--- config.mk ---
export PLATFORM = sky130hd
export DESIGN_NAME = div_sequencer
export DESIGN_NICKNAME = d
export VERILOG_FILES = /design/src/rtl/div_sequencer.sv
export SDC_FILE = /design/constraint.sdc
export NUM_CORES = 1
export LEC_CHECK = 0
export CAP_MARGIN = 20
export CORE_ASPECT_RATIO = 1.2
export CORE_MARGIN = 2
export CORE_UTILIZATION = 42
export DETAILED_ROUTE_END_ITERATION = 8
export MAX_ROUTING_LAYER = met4
export PLACE_DENSITY_LB_ADDON = 0.05
export SYNTH_ARGS = -nofsm -noshare
export SYNTH_HDL_FRONTEND = slang
export SYNTH_SLANG_ARGS = --single-unit
export TNS_END_PERCENT = 1
--- constraint.sdc ---
create_clock -name clk -period 3.75 [get_ports clk]
set_input_delay 0.9375 -clock clk [delete_from_list [all_inputs] [get_ports clk]]
set_output_delay 0.9375 -clock clk [all_outputs]
set_load 0.005 [all_outputs]
--- src/rtl/div_sequencer.sv ---
// Keypad front end for the 4-bit BCD divider: builds two operands in 00..15,
// launches the divider, waits a fixed latency and holds quotient/remainder.
module div_sequencer #(
    parameter int unsigned DIV_LAT = 6,
    parameter int unsigned CNT_W   = 3
) (
    input  logic       clk,
    input  logic       rst,
    input  logic       key_valid,
    input  logic [3:0] key_code,
    output logic       div_start,
    output logic [7:0] div_a_bcd,
    output logic [7:0] div_b_bcd,
    input  logic [3:0] div_q,
    input  logic [3:0] div_r,
    output logic [3:0] result_q,
    output logic [3:0] result_r,
    output logic       result_valid,
    output logic       error,
    output logic       busy,
    output logic       entry_sel
);

    typedef enum logic [2:0] {
        S_ENTER_A,
        S_ENTER_B,
        S_LAUNCH,
        S_WAIT,
        S_SHOW,
        S_ERR
    } state_e;

    localparam logic [CNT_W-1:0] CNT_LAST = CNT_W'(DIV_LAT - 1);

    state_e           state_q, state_d;
    logic [7:0]       a_q, a_d;
    logic [7:0]       b_q, b_d;
    logic [3:0]       rq_q, rq_d;
    logic [3:0]       rr_q, rr_d;
    logic             rv_q, rv_d;
    logic             err_q, err_d;
    logic             start_q, start_d;
    logic [CNT_W-1:0] cnt_q, cnt_d;

    logic       is_digit, is_next, is_equals, is_clear;
    logic [3:0] b_bin;

    // A second digit is only accepted when it keeps the operand at 15 or below.
    function automatic logic [7:0] push_digit(input logic [7:0] op, input logic [3:0] d);
        logic [7:0] res;
        res = op;
        if (op == 8'h00)
            res = {4'h0, d};
        else if (op[7:4] == 4'h0 && op[3:0] == 4'h1 && d <= 4'd5)
            res = {4'h1, d};
        return res;
    endfunction

    assign is_digit  = key_valid && (key_code <= 4'd9);
    assign is_next   = key_valid && (key_code == 4'hA);
    assign is_equals = key_valid && (key_code == 4'hB);
    assign is_clear  = key_valid && (key_code == 4'hC);
    assign b_bin     = 4'(b_q[7:4] * 4'd10) + b_q[3:0];

    always_comb begin
        state_d = state_q;
        a_d     = a_q;
        b_d     = b_q;
        rq_d    = rq_q;
        rr_d    = rr_q;
        rv_d    = rv_q;
        err_d   = err_q;
        start_d = 1'b0;
        cnt_d   = cnt_q;

        case (state_q)
            S_ENTER_A: begin
                if (is_digit)
                    a_d = push_digit(a_q, key_code);
                else if (is_next)
                    state_d = S_ENTER_B;
            end
            S_ENTER_B: begin
                if (is_digit) begin
                    b_d = push_digit(b_q, key_code);
                end else if (is_next) begin
                    state_d = S_ENTER_A;
                end else if (is_equals) begin
                    if (b_bin == 4'd0) begin
                        state_d = S_ERR;
                        err_d   = 1'b1;
                    end else begin
                        state_d = S_LAUNCH;
                        start_d = 1'b1;
                    end
                end
            end
            S_LAUNCH: begin
                state_d = S_WAIT;
                cnt_d   = '0;
            end
            S_WAIT: begin
                cnt_d = cnt_q + 1'b1;
                if (cnt_q == CNT_LAST) begin
                    rq_d    = div_q;
                    rr_d    = div_r;
                    rv_d    = 1'b1;
                    state_d = S_SHOW;
                end
            end
            S_SHOW, S_ERR: begin
                if (is_digit) begin
                    a_d     = {4'h0, key_code};
                    b_d     = '0;
                    rv_d    = 1'b0;
                    err_d   = 1'b0;
                    state_d = S_ENTER_A;
                end else if (is_equals && state_q == S_SHOW) begin
                    rv_d    = 1'b0;
                    start_d = 1'b1;
                    state_d = S_LAUNCH;
                end
            end
            default: state_d = S_ENTER_A;
        endcase

        // CLEAR overrides whatever the state logic decided, including an in-flight divide.
        if (is_clear) begin
            state_d = S_ENTER_A;
            a_d     = '0;
            b_d     = '0;
            rq_d    = '0;
            rr_d    = '0;
            rv_d    = 1'b0;
            err_d   = 1'b0;
            start_d = 1'b0;
            cnt_d   = '0;
        end
    end

    always_ff @(posedge clk) begin
        if (rst) begin
            state_q <= S_ENTER_A;
            a_q     <= '0;
            b_q     <= '0;
            rq_q    <= '0;
            rr_q    <= '0;
            rv_q    <= 1'b0;
            err_q   <= 1'b0;
            start_q <= 1'b0;
            cnt_q   <= '0;
        end else begin
            state_q <= state_d;
            a_q     <= a_d;
            b_q     <= b_d;
            rq_q    <= rq_d;
            rr_q    <= rr_d;
            rv_q    <= rv_d;
            err_q   <= err_d;
            start_q <= start_d;
            cnt_q   <= cnt_d;
        end
    end

    assign div_start    = start_q;
    assign div_a_bcd    = a_q;
    assign div_b_bcd    = b_q;
    assign result_q     = rq_q;
    assign result_r     = rr_q;
    assign result_valid = rv_q;
    assign error        = err_q;
    assign busy         = (state_q == S_LAUNCH) || (state_q == S_WAIT);
    assign entry_sel    = (state_q == S_ENTER_B);

endmodule

* Word-level counts from Yosys, hierarchy flattened
Cells that the tools add are included.
** Word-level totals
- Register bits after elaboration :: 33
- Word-level logic and storage cells :: 105
- Input bits :: 15
** Operators by class
- Reductions and logical operators :: 28
- Magnitude comparators :: 2
- Multipliers :: 1
- Multiplexer cells :: 38
- Equal/unequal tests :: 25
- $add $sub $neg :: 2
** Operator list (number)
- 8-bit two-way mux :: 8
- 8-bit one-hot mux with 2 select lines :: 2
- 3-bit two-way mux :: 9
- 8-bit zero test :: 2
- 3-bit one-hot mux with 5 select lines :: 1
- 1-bit two-way mux :: 14
- 2-bit inequality test, second input constant :: 7
- 4-bit equality test, second input constant :: 3
- 4-bit zero test :: 3
- 6-bit AND reduction :: 2
- 3-bit equality test, second input constant :: 3
- 1-bit logical AND :: 9
- 4-bit by 1-bit equality test with 1-bit output, second input constant :: 2
- 4-bit AND reduction :: 2
- 2-bit nonzero test :: 4
- 3-bit by 2-bit equality test with 1-bit output, second input constant :: 2
- 2-bit by 1-bit inequality test with 1-bit output, second input constant :: 3
- 3-bit by 1-bit inequality test with 1-bit output, second input constant :: 2
- 3-bit inequality test, second input constant :: 2
- 1-bit one-hot mux with 2 select lines :: 3
- 3-bit one-hot mux with 2 select lines :: 1
- 4-bit adder :: 1
- 4-bit by 3-bit <= comparator with 1-bit output, second input constant :: 1
- 4-bit <= comparator, second input constant :: 1
- other kinds (8) :: 9

* Logic depth before layout (Yosys ltp)
- Word-level depth :: 8
- Gate-level depth with buffers :: 6
- Gate-level depth less buffers :: 6

* Worst setup path before layout
Ideal clock, no wire load.
- Kind :: input to register
- Start point :: in key_code[3]
- End point :: reg cnt_q[0]
- Stages :: 6
- Required time :: 3622 ps
- Setup slack :: 1621 ps
- Path buffers :: 3
- Arrival :: 2002 ps
- Library setup time :: 128 ps
- Path through :: buf_2 > and3b_1 > a31o_1 > clkbuf_1 > clkbuf_1 > nor2_1
** Between the ends
- Longest elaborated chain between the ends :: 3
** RTL lines
- from (decl) :: line 10 : input logic [3:0] key_code,
- 4-bit equality test :: line 62 : assign is_clear = key_valid && (key_code == 4'hC);
- 1-bit logical AND :: line 62
- 2-bit OR reduction (no source line)
- to (signal assigned) :: line 161 : cnt_q <= cnt_d;
- to (decl) :: line 43 : logic [CNT_W-1:0] cnt_q, cnt_d;
No other way between the ends.
A chain may end at the register's enable or synchronous reset.

* Worst setup path after layout
- Start point :: reg state_q[0]
- End point :: out entry_sel
** Between the ends
- Longest elaborated chain between the ends :: 1
** RTL lines
- from (decl) :: line 35 : state_e state_q, state_d;
- from (signal assigned) :: line 153 : state_q <= state_d;
- 3-bit by 1-bit equality test with 1-bit output :: line 173 : assign entry_sel = (state_q == S_ENTER_B);
- to (decl) :: line 21 : output logic entry_sel
No other way between the ends.

==> impl_metrics.json <==
{
  "grt_pass1_vias": 1244,
  "num_rows": 23,
  "ys.flop_type": "dfxtp_1",
  "regArea_um2": 541,
  "crit_arrival_ps": 1840,
  "die_area_um2": 3960,
  "final_max_slew_viol_count": 0,
  "cts_tree": "built",
  "ir_drop_uv": 209,
  "r2r-end": "div_b_bcd[3]",
  "end_kind": "output pin",
  "ios": 44,
  "insertion_delay_ps": 270,
  "p_per_area_nw_per_um2": 300,
  "post-route-min-period_ps": 2780,
  "worst_clock_skew_ps": 1.87,
  "final_nets": 210,
  "antenna_cells": 0,
  "grt_max_degree": 15,
  "required_ps": 2810,
  "fin_util_pct": 55.4,
  "hold_slack_ps": 473,
  "die_w_um": 57.8,
  "drtIter0Drc": 23,
  "start_util_pct": 43.7,
  "cp_slowest_cell": "dfxtp_1",
  "drive_gt1_share_pct": 5.26,
  "path_class": "reg -> out",
  "hp-class": "reg -> reg",
  "setup.worst_path.end": "entry_sel",
  "start_kind": "flop",
  "netlist_instances": 160,
  "async_flop_share_pct": 0,
  "crit_buf_inv": 2,
  "port-buffer-count": 37,
  "worst_pin_slew_ps": 573,
  "setup_viol": 0,
  "nFillCells": 316,
  "yosysMostFrequentCell": "dfxtp_1",
  "hold_violations": 0,
  "syn_avg_cell_area_um2": 9.11,
  "clk_path_buf_depth": 2,
  "synth_top_area_cell": "dfxtp_1",
  "coreArea_um2": 3340,
  "crit_path_start": "state_q[0]",
  "period_share_pct": 74.0,
  "syn_area_um2": 1460,
  "syn_to_final_growth_pct": 26.8,
  "synth-edff-count": 0,
  "wl_per_cell_um": 15.3,
  "postCtsSetupBuffers": 0,
  "yosysSeqAreaShare_pct": 37.1,
  "p_leak_uw": 0.000673,
  "ys.warnings.count": 0,
  "cts_root_buf": "clkbuf_8",
  "h-tree-depth": 1,
  "fmax_mhz": 360,
  "r2r_cells": 4,
  "path_max_fanout": 11,
  "cts_resized": 0,
  "routed_wl_mm": 3.47,
  "vias_per_cell": 5.67,
  "antenna_found_initial": 0,
  "ys_top_cells_by_count": "27 x dfxtp_1, 12 x nor2_1, 10 x nand2_1",
  "clk_pin_slew_ps": 90,
  "finalPower_uw": 554,
  "vias": 1286,
  "ys_ff_latch": 27,
  "grt_pass1_wl_mm": 5.47,
  "die_h_um": 68.5,
  "relSlewSlack_pct": 61.6,
  "critPathTopFamily": "buffers and inverters",
  "cts_buffers": 3,
  "detail-route-antenna-nets": 0,
  "cts.sinks": 27,
  "globalplace.congestion": 0.931,
  "r2r-start": "state_q[0]",
  "rrSetupSlack_ps": 1990,
  "rsz0062_at_grt": "false",
  "synth_area_leaders": "dfxtp_1 37%, mux2i_1 6.2%, a32o_1 4.1%, buf_4 3.6%, ha_1 3.4%",
  "worstPathCellList": "or3b_1 -> clkinv_1 -> clkdlybuf4s50_1",
  "slowest_delay_ps": 520,
  "path_depth": 3,
  "multi_input_area_um2": 816,
  "grt_usage_pct": 18.1,
  "gr-total-overflow": 0,
  "status": "complete, no violations",
  "tns_ps": 0,
  "yosysUniqueCellTypes": 50,
  "hpwlAfterDp_mm": 2.58,
  "hold_buffers": 0,
  "drc_errors": 0,
  "drv_cap": 0,
  "drt_first_pass_iters": 4,
  "synth.top_cell.area_share_pct": 37.1
}
## worst register-to-register path, stage by stage, from the launching register on
cell and delay, ps:
dfxtp_1 520, or3b_1 470, a211oi_2 190, o21ai_1 170
a32o_1 310
## layout make-up
| class | instances | share of cell area, % |
|---|---|---|
| Timing Repair Buffer | 39 | 20.9 |
| Tap cell | 37 | 2.51 |
| Multi-Input combinational cell | 116 | 44.1 |
| Clock buffer | 4 | 2.44 |
| Sequential cell | 27 | 29.2 |
| Inverter | 4 | 0.812 |
## placed cells by master, fill, tap and decap left out, drive strengths merged, types with 5 or more instances in the layout
cell and count:
a32o 6, nand2 10, mux2i 9, clkdlybuf4s50 37, a31oi 6, o21ai 5
dfxtp 27, nor2 13, conb 6, nand3 5, a21oi 7
## worst min path at each step
stage          startpoint     to  cells past startpoint
4_1_cts             error  error                      1
5_1_grt             error  error                      1
3_5_place_dp        error  error                      1
6_report            error  error                      1
3_3_place_gp        error  error                      1
2_1_floorplan       error  error                      1
## where the power goes
part | total, uW | leakage [uW] | switching (uW) | internal [uW]
registers | 301 | 0.000218 | 7.72 | 293
clock network | 166 | 0.0000228 | 89.9 | 76.1
logic | 87.2 | 0.000432 | 41.0 | 46.2
## layer usage
layer | global-route usage, % | wire, um | vias up
met5 | - | 0 | -
met4 | 6.10 | 21 | 0
met3 | 2.99 | 145 | 4
met2 | 31.1 | 1800 | 36
met1 | 21.6 | 1500 | 617
li1 | - | - | 629
## per-stage QoR
step	setup slack, ps	cells	instance area, um^2
floorplan	1620	165	1480
global placement	940	223	1800
detailed placement	949	223	1800
CTS	963	227	1850
global route	882	227	1850
finish	974	227	1850
## registers in the layout, indices dropped and copies added, names as in the netlist
signal and cells:
cnt_q 3, result_r 4, error 1, state_q 3, result_valid 1, result_q 4, div_b_bcd 5, div_a_bcd 5
div_start 1
## kinds of logic after synthesis
logic type                 Yosys count  synth area share, %
AOI/OAI and AO/OA                   42                 22.1
other                                1                0.257
xor gates and xnor gates             1                 1.54
adders and majority gates            4                 3.43
buffers and inverters               22                 8.24
muxes                                9                 6.18
and+or+nand+nor                     54                 21.2
DFF                                 27                 37.1
Note: power is estimated with default switching activity, not from simulation.
